`config.mk`:
```
export PLATFORM = sky130hd
export DESIGN_NAME = pwm_period_counter
export DESIGN_NICKNAME = d
export VERILOG_FILES = /design/src/rtl/pwm_period_counter.sv
export SDC_FILE = /design/constraint.sdc
export NUM_CORES = 1
export LEC_CHECK = 0
export CAP_MARGIN = 15
export CORE_UTILIZATION = 55
export CTS_BUF_LIST = sky130_fd_sc_hd__clkbuf_16
export CTS_CLUSTER_DIAMETER = 120
export CTS_CLUSTER_SIZE = 20
export DETAILED_ROUTE_END_ITERATION = 10
export PLACE_DENSITY = 0.78
export REMOVE_ABC_BUFFERS = 1
export SYNTH_ARGS = -nofsm -noshare
export SYNTH_HDL_FRONTEND = slang
export SYNTH_SLANG_ARGS = --single-unit
```
`constraint.sdc`:
```
create_clock -name MClk -period 5 [get_ports MClk]
set_input_delay 1 -clock MClk [delete_from_list [all_inputs] [get_ports MClk]]
set_output_delay 1 -clock MClk [all_outputs]
set_load 0.01 [all_outputs]
```
`src/rtl/pwm_period_counter.sv`:
```
// rtl/pwm_period_counter.sv - parametrised multi-mode PWM period counter with shadowed config
module pwm_period_counter #(
    parameter int WIDTH      = 16,
    parameter int PRESCALE_W = 8
) (
    input  logic                  MClk,
    input  logic                  MResetN,
    input  logic                  Enable,
    input  logic [1:0]            Mode,
    input  logic [WIDTH-1:0]      MaxCount,
    input  logic [PRESCALE_W-1:0] Prescale,
    output logic [WIDTH-1:0]      Count,
    output logic                  Dir,
    output logic                  Tick,
    output logic                  Wrap,
    output logic                  Done
);

    localparam logic [1:0] MODE_ONESHOT = 2'd0;
    localparam logic [1:0] MODE_UPDOWN  = 2'd2;

    // Shadow copies: the running period only ever sees these.
    logic [WIDTH-1:0]      sh_max;
    logic [1:0]            sh_mode;
    logic [PRESCALE_W-1:0] sh_pre;
    logic [PRESCALE_W-1:0] pre_cnt;

    logic                  step;
    logic [WIDTH:0]        cnt_inc;
    logic                  at_end;
    logic [WIDTH-1:0]      nxt_count;
    logic                  nxt_dir;
    logic                  nxt_done;
    logic                  nxt_wrap;
    logic                  reload;

    // Next count/direction/flags for the current step; one extra bit keeps M = 0 from underflowing.
    always_comb begin
        step      = (pre_cnt == sh_pre);
        cnt_inc   = {1'b0, Count} + (WIDTH+1)'(1);
        at_end    = (cnt_inc >= {1'b0, sh_max});
        nxt_count = Count;
        nxt_dir   = Dir;
        nxt_done  = Done;
        nxt_wrap  = 1'b0;
        reload    = 1'b0;
        if (step) begin
            case (sh_mode)
                MODE_ONESHOT: begin
                    if (at_end) begin
                        nxt_done = 1'b1;
                    end else begin
                        nxt_count = cnt_inc[WIDTH-1:0];
                    end
                end
                MODE_UPDOWN: begin
                    if (!Dir) begin
                        if (Count == sh_max) begin
                            if (sh_max <= WIDTH'(1)) begin
                                // Degenerate top: no down phase, close the period here.
                                nxt_count = '0;
                                nxt_wrap  = 1'b1;
                                reload    = 1'b1;
                            end else begin
                                nxt_dir   = 1'b1;
                                nxt_count = sh_max - WIDTH'(1);
                            end
                        end else begin
                            nxt_count = cnt_inc[WIDTH-1:0];
                        end
                    end else begin
                        if (Count <= WIDTH'(1)) begin
                            nxt_count = '0;
                            nxt_dir   = 1'b0;
                            nxt_wrap  = 1'b1;
                            reload    = 1'b1;
                        end else begin
                            nxt_count = Count - WIDTH'(1);
                        end
                    end
                end
                default: begin
                    // Periodic; the reserved encoding falls here too.
                    if (at_end) begin
                        nxt_count = '0;
                        nxt_wrap  = 1'b1;
                        reload    = 1'b1;
                    end else begin
                        nxt_count = cnt_inc[WIDTH-1:0];
                    end
                end
            endcase
        end
    end

    // State register: async reset, Enable-low clear with shadow load, otherwise step-driven update.
    always_ff @(posedge MClk or negedge MResetN) begin
        if (!MResetN) begin
            Count   <= '0;
            Dir     <= 1'b0;
            Tick    <= 1'b0;
            Wrap    <= 1'b0;
            Done    <= 1'b0;
            pre_cnt <= '0;
            sh_max  <= '0;
            sh_mode <= '0;
            sh_pre  <= '0;
        end else if (!Enable) begin
            Count   <= '0;
            Dir     <= 1'b0;
            Tick    <= 1'b0;
            Wrap    <= 1'b0;
            Done    <= 1'b0;
            pre_cnt <= '0;
            sh_max  <= MaxCount;
            sh_mode <= Mode;
            sh_pre  <= Prescale;
        end else begin
            pre_cnt <= step ? '0 : pre_cnt + PRESCALE_W'(1);
            Tick    <= step;
            Wrap    <= nxt_wrap;
            Count   <= nxt_count;
            Dir     <= nxt_dir;
            Done    <= nxt_done;
            if (reload) begin
                sh_max  <= MaxCount;
                sh_mode <= Mode;
                sh_pre  <= Prescale;
            end
        end
    end

endmodule

```
# After elaboration in Yosys (flattened, before gate mapping)
# Cells that the tools add are included.
# totals
regBits	54
input_bits	29
out_inout_bits	20
# classes
addsub	4
order_cmp	3
n_eq_ne	9
muxes	37
n_reduce_logical	4
# ops
cell	count
16-bit two-way mux	10
16-bit by 1-bit <= comparator with 1-bit output (second input constant)	2
8-bit two-way mux	4
16-bit one-hot mux with 2 select lines	1
16-bit by 1-bit subtractor with 16-bit output (second input constant)	2
1-bit two-way mux	19
16-bit by 1-bit adder with 17-bit output (second input constant)	1
17-bit by 16-bit greater-or-equal comparator with 1-bit output	1
16-bit == test	1
2-bit by 1-bit != test with 1-bit output (second input constant)	5
8-bit by 1-bit adder with 8-bit output (second input constant)	1
8-bit == test	1
2-bit two-way mux	2
2-bit AND reduction	2
3-bit != test (second input constant)	1
3-bit AND reduction	1
2-bit == test (second input constant)	1
2-bit logical NOT	1
1-bit one-hot mux with 2 select lines	1

# Longest topological paths before layout
# Gate-level depths: netlist of the first run.
# depth
depth_word	8
mapped_depth	15
mapped_depth_nobuf	14

# Worst setup path before layout of the first run
# OpenSTA, ideal clock, no wires.
# synth_timing
kind	register to register
from	register Count[3]
to	register sh_max[0]
arrival_time_ns	3.613
slack_ns	1.262
path_stages_with_launch	15
n_path_buf	2
period_less_slack_ns	3.738
cell_sequence	dfrtp_1 -> clkbuf_1 -> and4_1 -> nand4_1 -> xor2_1 -> inv_1 -> ha_1 -> o21ai_0 -> nor2_1 -> a2111oi_0 -> o2111ai_1 -> a2bb2oi_1 -> o21ai_4 -> buf_12 -> mux2_4
# synth_between
elab_chain_len	6
elab_cells_between_ends	11
# synth_lines
item	line	source
from (decl)	12	output logic [WIDTH-1:0] Count,
from (signal assigned)	122	Count <= nxt_count;
16-bit by 1-bit adder with 17-bit output, or another cell as far along	40	cnt_inc = {1'b0, Count} + (WIDTH+1)'(1);
17-bit by 16-bit greater-or-equal comparator with 1-bit output, or another cell as far along	41	at_end = (cnt_inc >= {1'b0, sh_max});
1-bit two-way mux, on equally long branches	84, 57	
1-bit one-hot mux with 2 select lines *	48	case (sh_mode)
1-bit two-way mux *	47	if (step) begin
2-bit by 1-bit != test with 1-bit output (no source line) *	--	
to (signal assigned)	115	sh_max <= MaxCount;
to (signal assigned)	126	sh_max <= MaxCount;
to (decl)	23	logic [WIDTH-1:0] sh_max;
# Mark *: on every way between the ends. The rest lies on a longest branch, timed or not.
# A chain may end at the register's enable or synchronous reset.

# Final worst setup path of the first run
# layout_timing
from	register Count[0]
to	register sh_max[8]
# The elaborated chain is that of the path after synthesis.

==> summary.md, run 1 <==
- # Max-Cap Violations: 0
- kind of end point of the critical path: flip-flop
- number of global-route vias before repair: 3,727
- shortest period the worst path allows: 4480 ps
- Crit path required time: 5180 ps
- Final Max Slew Viols: 0
- Cell Area, Synth: 4250 µm²
- total core area: 7370 µm²
- floorplan die width: 89.9 µm
- root cell of the clock tree: sky130_fd_sc_hd__clkbuf_16
- nature of the critical path startpoint: flip-flop
- category of the critical setup timing path: flip-flop to flip-flop
- total power divided by cell area: 207 nW/µm²
- total power: 0.00102 W
- number of cells in the design after placement: 598
- number of fill cells in the layout: 616
- flip-flop and latch count after synthesis: 54
- TritonCTS clock tree: yes
- critical-path maximum fanout: 25
- Hold Path Class: flip-flop to flip-flop
- worst reg2reg setup slack: 520 ps
- total grt overflow: 0
- Yosys warnings: 0
- maximum achievable frequency: 0.223 GHz
- ANT cells: 0
- number of DRC markers in iteration 0: 352
- number of library cell types mapped by synthesis: 57
- capturing point of the worst reg2reg path: sh_max[8]
- WL/cell: 19.0 µm
- FF-to-FF path depth: 14
- Final Non-Filler Cells: 606
- Routability Congestion: 0.988
- Finish-stage setup viols: 0
- DRC errors left: 0
- clock network latency to the later pin of the worst-skew pair: 300 ps
- HP Start: sh_pre[6]
- worst supply voltage drop on vdd: 0.150 mV
- unrepaired setup endpoints after global routing: no
- EDFF count, synth: 0
- number of antenna violations at the first check in global routing: 0
- post-synthesis area per instance: 9.06 µm²
- num rows: 31
- overall global routing resource usage: 29.8%
- crit share post-route: 89.6%
- leakage power: 2.22 nW
- hold depth: 1
- leading cell type in the layout, fill and taps excluded: sky130_fd_sc_hd__dfrtp_1
- clk_skew: 6.40 ps
- highest-count cells in the layout ignoring fill and taps: sky130_fd_sc_hd__dfrtp_1, sky130_fd_sc_hd__clkdlybuf4s50_1, sky130_fd_sc_hd__xnor2_1, sky130_fd_sc_hd__xor2_1
- fraction of the yosys area taken by sequential cells: 31.8%
- dpl hpwl: 8630 µm
- Initial Util: 57.7%
- antenna-violating nets left: 0
- Die ar.: 8080 µm²
- result of the run: complete, no violations
- prevailing post-synth register cell: sky130_fd_sc_hd__dfrtp_1
- buffer depth of the longest clock path: 2
- clock transition at the registers of the reported paths: 70 ps
- cts-stage hold buffer count: 0
- Detailed Route WL: 11,500 µm
- vias per cell: 6.30
- worst reg2reg path startpoint: Count[0]
- asr flop ratio synth: 100%
- count of endpoints failing hold in the final timing report: 0
- clock net sink count: 54
- chip height: 89.9 µm
- instance count of the mapped netlist: 469
- final setup TNS: 0 ps
- Worst slew margin: 26.8%
- global-route wire length before repair: 19,100 µm
- router iterations before antenna repair: 5
- Worst EP arrival: 4660 ps
- input/output buffers: 48
- Vias: 3,818
- deepest level of the CTS H-tree: 2
- CTS Buf Count: 5
- number of nets in the layout: 557
- number of cells upsized or downsized after cts: 0
- slew of the pin with the lowest slew margin: 1090 ps
- share of final-layout standard cells stronger than drive strength 1: 9.66%
- Post-CTS Setup Repair Bufs: 0
- endpoint of the worst hold path: sh_pre[6]
- largest net degree at the start of global routing: 31
- synthesis-to-layout area growth: 15.8%
- I/O pins: 49
[per-stage QoR]
step	utilization (%)	setup WS, ps	area (µm²)	hold slack, ps
6_report	66.8	519	4920	535
5_1_grt	66.8	200	4920	548
4_1_cts	66.8	572	4920	537
3_5_place_dp	64.8	597	4770	515
3_3_place_gp	64.8	783	4770	517
2_1_floorplan	-	1000	4110	486
[logic make-up (layout without fill, tap and decap cells)]
group	after synthesis	in the layout	synth area share, %
adder cells (fa/ha/maj)	22	22	6.48
buffers and inverters	57	95	5.98
XOR/XNOR	67	67	13.8
AND/OR/NAND/NOR	154	154	18.8
flip-flops	54	54	31.8
multiplexers	25	25	8.39
AO/OA/AOI/OAI	90	90	14.8
[worst max-delay path: stages (launching register included)]
cell,delay (ps)
sky130_fd_sc_hd__dfrtp_1,560
sky130_fd_sc_hd__ha_1,300
sky130_fd_sc_hd__nand3_1,140
sky130_fd_sc_hd__nor3_1,370
sky130_fd_sc_hd__nand2_1,190
sky130_fd_sc_hd__nor2_1,180
sky130_fd_sc_hd__xor2_1,100
sky130_fd_sc_hd__ha_1,310
sky130_fd_sc_hd__nand4_1,110
sky130_fd_sc_hd__nor2_1,270
sky130_fd_sc_hd__inv_1,100
sky130_fd_sc_hd__o2111ai_1,260
sky130_fd_sc_hd__a2bb2oi_1,160
sky130_fd_sc_hd__o21ai_4,860
sky130_fd_sc_hd__mux2_2,420
[flip-flops by register name (all words and copies together) (netlist names)]
signal   count
Tick         1
Wrap         1
Dir          1
sh_pre       8
sh_max      16
Count       16
Done         1
pre_cnt      8
sh_mode      2
[worst max-delay path by stage]
| stage | startpoint | end |
|---|---|---|
| 6_report | Count[0] | sh_max[8] |
| 5_1_grt | Count[0] | sh_max[8] |
| 4_1_cts | Count[0] | sh_max[6] |
| 3_5_place_dp | Count[0] | sh_max[5] |
| 3_3_place_gp | Count[0] | sh_max[7] |
| 2_1_floorplan | Count[0] | sh_max[5] |
[synthesized netlist by cell type (3+ instances only)]
master                      n  area share, %
sky130_fd_sc_hd__a21boi_0   3           0.53
sky130_fd_sc_hd__a21oi_1   16            1.9
sky130_fd_sc_hd__a22o_1     3           0.62
sky130_fd_sc_hd__a31oi_1    3           0.44
sky130_fd_sc_hd__and3_1     9            1.3
sky130_fd_sc_hd__and4_1     5            1.0
sky130_fd_sc_hd__buf_1      3           0.26
sky130_fd_sc_hd__clkbuf_1  21            1.9
sky130_fd_sc_hd__dfrtp_1   54             32
sky130_fd_sc_hd__ha_1      22            6.5
sky130_fd_sc_hd__inv_1     30            2.7
sky130_fd_sc_hd__mux2_2     5            1.3
sky130_fd_sc_hd__mux2_4    20            7.1
sky130_fd_sc_hd__nand2_1   30            2.7
sky130_fd_sc_hd__nand3_1   17            2.0
sky130_fd_sc_hd__nand4_1   10            1.5
sky130_fd_sc_hd__nor2_1    27            2.4
sky130_fd_sc_hd__nor2b_1    3           0.44
sky130_fd_sc_hd__nor3_1    21            2.5
sky130_fd_sc_hd__nor4_1    10            1.5
sky130_fd_sc_hd__o21a_1     4           0.71
sky130_fd_sc_hd__o21ai_0   20            2.4
sky130_fd_sc_hd__o221ai_1   6            1.2
sky130_fd_sc_hd__o22ai_1    5           0.74
sky130_fd_sc_hd__o31ai_1    5           0.88
sky130_fd_sc_hd__or2_2      3           0.44
sky130_fd_sc_hd__or3_1      6           0.88
sky130_fd_sc_hd__or4_1      6            1.1
sky130_fd_sc_hd__xnor2_1   36            7.4
sky130_fd_sc_hd__xor2_1    31            6.4
[metal layers]
| layer | track usage [%] | routed length (µm) | vias to the layer above |
|---|---|---|---|
| li1 | - | - | 1767 |
| met1 | 42.1 | 4920 | 1830 |
| met2 | 46.5 | 5260 | 198 |
| met3 | 5.25 | 1080 | 23 |
| met4 | 9.41 | 257 | 0 |
| met5 | 0 | 0 | - |
[final cells by class]
class	count	area [µm²]	share of cell area (%)
multi-input combinational	358	2640	53.7
sequential	54	1350	27.5
timing repair buffer	57	543	11.0
clock buffer	5	125	2.54
tap	99	124	2.52
inverter	30	113	2.29
clock inverter	3	20.0	0.407
[power by group]
part / leakage (nW) / internal [W] / switching (W) / total [W]
logic: 1.46 / 0.0000893 / 0.0000834 / 0.000173
clock network: 0.0679 / 0.000186 / 0.000163 / 0.000349
registers: 0.691 / 0.000460 / 0.0000363 / 0.000496
Note: power is estimated with default switching activity, not from simulation.
==> inputs of run 2 (changes only) <==
Settings changed: ABC_CLOCK_PERIOD_IN_PS set to 5000, CORE_MARGIN set to 3, MAX_ROUTING_LAYER set to met4.
==> run 2 against run 1 <==
Net effect:
- flip-flop and latch count unchanged
- global-route usage decreased by 1.0 points
- core utilization increased by 0.41 points
- hold slack got worse by 2.9 ps
- clock power increased by 14%
- worst setup slack improved by 18 ps
- cell area increased by 0.61%
- routed wire length increased by 2.3%
- sequential share of layout area decreased by 0.17 points
- power increased by 4.9%
- highest routed layer unchanged
==> summary.md, run 2 (same netlist as run 1, synthesis figures left out) <==
- met3 track demand over resource in global routing: 5.13%
- input/output buffers: 48
- result of the run: complete, no violations
- # Max-Cap Violations: 0
- final setup TNS: 0 ps
- clock network latency to the later pin of the worst-skew pair: 300 ps
- count of endpoints failing hold in the final timing report: 0
- total power divided by cell area: 216 nW/µm²
- leading cell type in the layout, fill and taps excluded: sky130_fd_sc_hd__dfrtp_1
- number of cells upsized or downsized after cts: 0
- overall global routing resource usage: 28.8%
- nature of the critical path startpoint: flip-flop
- Detailed Route WL: 11,800 µm
- switching power: 0.000281 W
- final worst hold slack: 533 ps
- maximum achievable frequency: 0.224 GHz
- clk_skew: 7.07 ps
- total power: 0.00107 W
- crit share post-route: 89.2%
- number of fill cells in the layout: 611
- dpl hpwl: 8870 µm
- TritonCTS clock tree: yes
- Vias: 3,798
- multi-input logic area: 2640 µm²
- Hold Path Class: flip-flop to flip-flop
- synthesis-to-layout area growth: 16.5%
- Initial Util: 57.7%
- most heavily used metal layer in global routing: met2
- router iterations before antenna repair: 5
- num rows: 31
- combinational share of power: 16.2%
- shortest period the worst path allows: 4460 ps
- Worst EP arrival: 4640 ps
- Worst slew margin: 28.1%
- Die ar.: 8820 µm²
- met1 global-route usage: 39.1%
- root cell of the clock tree: sky130_fd_sc_hd__clkbuf_16
- slew of the pin with the lowest slew margin: 1070 ps
- Post-CTS Setup Repair Bufs: 0
- number of antenna violations at the first check in global routing: 0
- Routability Congestion: 1.01
- CTS Buf Count: 5
- leading registers by flop count: Count x16, sh_max x16
- ANT cells: 0
- global-route met2 utilization: 42.2%
- floorplan die width: 93.9 µm
- critical-path maximum fanout: 25
- number of global-route vias before repair: 3,841
- leakage power: 2.23 nW
- buffer depth of the longest clock path: 2
- worst supply voltage drop on vdd: 0.163 mV
- global-route wire length before repair: 19,200 µm
- unrepaired setup endpoints after global routing: no
- category of the critical setup timing path: flip-flop to flip-flop
- clock transition at the registers of the reported paths: 70 ps
- DRC errors left: 0
- Power Internal: 0.000786 W
- total grt overflow: 0
- Finish-stage setup viols: 0
- sequential fraction of design power: 46.5%
- number of DRC markers in iteration 0: 344
- highest-count cells in the layout ignoring fill and taps: sky130_fd_sc_hd__dfrtp_1, sky130_fd_sc_hd__clkdlybuf4s50_1, sky130_fd_sc_hd__xnor2_1, sky130_fd_sc_hd__xor2_1
- chip height: 93.9 µm
- kind of end point of the critical path: flip-flop
- number of nets in the layout: 558
- cts-stage hold buffer count: 0
- deepest level of the CTS H-tree: 2
- Final Max Slew Viols: 0
- vias per cell: 6.26
- WL/cell: 19.4 µm
- clock share of power: 37.3%
- proportion of total power due to net switching: 26.4%
- total core area: 7370 µm²
- share of final-layout standard cells stronger than drive strength 1: 9.84%
- clock net sink count: 54
- Crit path required time: 5180 ps
- largest net degree at the start of global routing: 55
- I/O pins: 49
- FF/Latch Area: 1350 µm²
- antenna-violating nets left: 0
run 2: critical path: stages, from the launching register on:
cell and delay [ps]:
sky130_fd_sc_hd__dfrtp_1 570, sky130_fd_sc_hd__ha_1 330, sky130_fd_sc_hd__nand3_1 120, sky130_fd_sc_hd__nor3_1 390
sky130_fd_sc_hd__nand2_1 190, sky130_fd_sc_hd__nor2_1 170, sky130_fd_sc_hd__xor2_1 100, sky130_fd_sc_hd__ha_1 320
sky130_fd_sc_hd__nand4_1 130, sky130_fd_sc_hd__nor2_1 240, sky130_fd_sc_hd__inv_1 90, sky130_fd_sc_hd__o2111ai_1 260
sky130_fd_sc_hd__a2bb2oi_1 150, sky130_fd_sc_hd__o21ai_4 840, sky130_fd_sc_hd__mux2_2 420
run 2: worst paths after layout:
check	startpoint	endpoint	slack (ps)	depth (start not counted)
min reg2reg	sh_pre[5]	sh_pre[5]	530	1
max in group asynchronous	MResetN	Dir	3720	2
max	Count[0]	sh_max[7]	540	14
min	sh_pre[5]	sh_pre[5]	530	1
max reg2reg	Count[0]	sh_max[7]	540	14
min in group asynchronous	MResetN	sh_max[2]	820	2
run 2: layout make-up:
cell class / instances / share of cell area, %
Inverter: 30 / 2.28
Tap cell: 99 / 2.50
Clock inverter: 3 / 0.859
Timing Repair Buffer: 58 / 11.1
Sequential cell: 54 / 27.3
Multi-Input combinational cell: 358 / 53.4
Clock buffer: 5 / 2.53
run 2: metrics by stage:
stage                     util, %  cell area [µm²]  std cells  setup WS [ps]
after global routing         67.2             4950        607            165
after detailed placement     64.9             4780        599            641
final                        67.2             4950        607            538
after global placement       64.9             4780        599            791
after CTS                    67.2             4950        607            607
after floorplan                 -             4110        442           1000
run 2: power groups by stage:
stage	clock network, W	registers [W]	logic, W
detailed placement	0	0.000503	0.000171
global route	0.000418	0.000500	0.000190
global placement	0	0.000504	0.000168
floorplan	0	0.000492	0.000110
finish	0.000398	0.000496	0.000173
CTS	0.000402	0.000495	0.000172
run 2: layer usage:
layer / vias up / share of wire (%)
met5: - / 0
li1: 1758 / -
met2: 165 / 45
met3: 38 / 6.6
met1: 1837 / 45
met4: 0 / 3.5
==> inputs of run 3 (changes only) <==
Settings changed: CTS_BUF_LIST sky130_fd_sc_hd__clkbuf_16 to sky130_fd_sc_hd__clkbuf_2, SKIP_CTS_REPAIR_TIMING set to 1.
==> run 3 against run 2 <==
Net effect:
- global-route usage down 0.30 points
- cell count unchanged
- sequential power about the same
- critical endpoint unchanged
- largest cell class unchanged
==> summary.md, run 3 (same netlist as run 1, synthesis figures left out) <==
- worst supply voltage drop on vdd: 0.134 mV
- clock transition at the registers of the reported paths: 270 ps
- root cell of the clock tree: sky130_fd_sc_hd__clkbuf_2
- Finish-stage setup viols: 0
- kind of end point of the critical path: flip-flop
- number of antenna violations at the first check in global routing: 0
- clock net sink count: 54
- Worst EP arrival: 4820 ps
- leakage power: 2.19 nW
- slew of the pin with the lowest slew margin: 1080 ps
- overall global routing resource usage: 28.5%
- floorplan die width: 93.9 µm
- chip height: 93.9 µm
- Hold Path Class: flip-flop to flip-flop
- proportion of total power due to net switching: 29.3%
- number of global-route vias before repair: 3,823
- highest-count cells in the layout ignoring fill and taps: sky130_fd_sc_hd__dfrtp_1, sky130_fd_sc_hd__clkdlybuf4s50_1, sky130_fd_sc_hd__xnor2_1, sky130_fd_sc_hd__xor2_1
- count of endpoints failing hold in the final timing report: 0
- final setup TNS: 0 ps
- Vias: 3,825
- WL/cell: 19.4 µm
- TritonCTS clock tree: yes
- DRC errors left: 0
- Initial Util: 57.7%
- ANT cells: 0
- synthesis-to-layout area growth: 14.1%
- clk_skew: 23.4 ps
- num rows: 31
- Routability Congestion: 1.01
- Final Max Slew Viols: 0
- category of the critical setup timing path: flip-flop to flip-flop
- dpl hpwl: 8870 µm
- CTS Buf Count: 5
- crit share post-route: 89.0%
- deepest level of the CTS H-tree: 2
- unrepaired setup endpoints after global routing: no
- Crit path required time: 5370 ps
- leading cell type in the layout, fill and taps excluded: sky130_fd_sc_hd__dfrtp_1
- Die ar.: 8820 µm²
- switching power: 0.000263 W
- global-route wire length before repair: 19,000 µm
- total core area: 7370 µm²
- maximum achievable frequency: 0.225 GHz
- router iterations before antenna repair: 5
- antenna-violating nets left: 0
- total power divided by cell area: 185 nW/µm²
- number of fill cells in the layout: 624
- buffer depth of the longest clock path: 2
- number of nets in the layout: 558
- total power: 0.000898 W
- I/O pins: 49
- Worst slew margin: 27.7%
- result of the run: complete, no violations
- Final Non-Filler Cells: 607
- input/output buffers: 48
- share of final-layout standard cells stronger than drive strength 1: 9.84%
- critical-path maximum fanout: 25
- Power Internal: 0.000635 W
- combinational share of power: 19.2%
- nature of the critical path startpoint: flip-flop
- leading registers by flop count: Count x16, sh_max x16
- shortest period the worst path allows: 4450 ps
- number of cells in the design after placement: 599
- sequential fraction of design power: 55.4%
- # Max-Cap Violations: 0
- number of DRC markers in iteration 0: 277
- vias per cell: 6.30
- clock share of power: 25.4%
- Detailed Route WL: 11,800 µm
- clock network latency to the later pin of the worst-skew pair: 470 ps
- largest net degree at the start of global routing: 55
- total grt overflow: 0
run 3: metrics by stage:
stage | worst slack, ps | util (%) | area, µm² | hold WS (ps)
2_1_floorplan | 1000 | - | 4110 | 486
3_3_place_gp | 791 | 64.9 | 4780 | 514
3_5_place_dp | 641 | 64.9 | 4780 | 517
4_1_cts | 593 | 65.8 | 4850 | 563
5_1_grt | 143 | 65.8 | 4850 | 575
6_report | 551 | 65.8 | 4850 | 560
run 3: power by group through the flow:
stage          Combinational [W]  Clock, W  Sequential [W]
2_1_floorplan           0.000110         0        0.000492
3_3_place_gp            0.000168         0        0.000504
3_5_place_dp            0.000171         0        0.000503
4_1_cts                 0.000172  0.000235        0.000496
5_1_grt                 0.000190  0.000246        0.000501
6_report                0.000172  0.000228        0.000497
run 3: cell type report:
class	instances	area [µm²]	area share, %
Multi-Input combinational cell	358	2640	54.5
Sequential cell	54	1350	27.9
Timing Repair Buffer	58	551	11.4
Tap cell	99	124	2.55
Inverter	30	113	2.32
Clock inverter	3	42.5	0.877
Clock buffer	5	25.0	0.516
run 3: layer usage:
| layer | routed length, µm | part of all wire (%) | global-route usage (%) | up-vias |
|---|---|---|---|---|
| met3 | 855 | 7.3 | 4.17 | 45 |
| li1 | - | - | - | 1755 |
| met2 | 5200 | 44 | 41.7 | 183 |
| met5 | 0 | 0 | - | - |
| met4 | 421 | 3.6 | 13.2 | 0 |
| met1 | 5300 | 45 | 39.1 | 1842 |
run 3: critical path, stage by stage (launching register included):
cell,delay [ps]
sky130_fd_sc_hd__dfrtp_1,630
sky130_fd_sc_hd__ha_1,330
sky130_fd_sc_hd__nand3_1,120
sky130_fd_sc_hd__nor3_1,360
sky130_fd_sc_hd__nand2_1,180
sky130_fd_sc_hd__nor2_1,170
sky130_fd_sc_hd__xor2_1,100
sky130_fd_sc_hd__ha_1,320
sky130_fd_sc_hd__nand4_1,130
sky130_fd_sc_hd__nor2_1,240
sky130_fd_sc_hd__inv_1,90
sky130_fd_sc_hd__o2111ai_1,260
sky130_fd_sc_hd__a2bb2oi_1,150
sky130_fd_sc_hd__o21ai_4,850
sky130_fd_sc_hd__mux2_2,420
run 3: path summary, 6_finish.rpt:
check                                start         end  slack, ps  cells past startpoint
worst min-delay path            pre_cnt[0]  pre_cnt[0]        560                      1
worst max register to register    Count[0]   sh_max[7]        550                     14
worst max-delay path              Count[0]   sh_max[7]        550                     14
max in group asynchronous          MResetN         Dir       3930                      2
min in group asynchronous          MResetN   sh_max[8]        590                      2
worst min register to register  pre_cnt[0]  pre_cnt[0]        560                      1
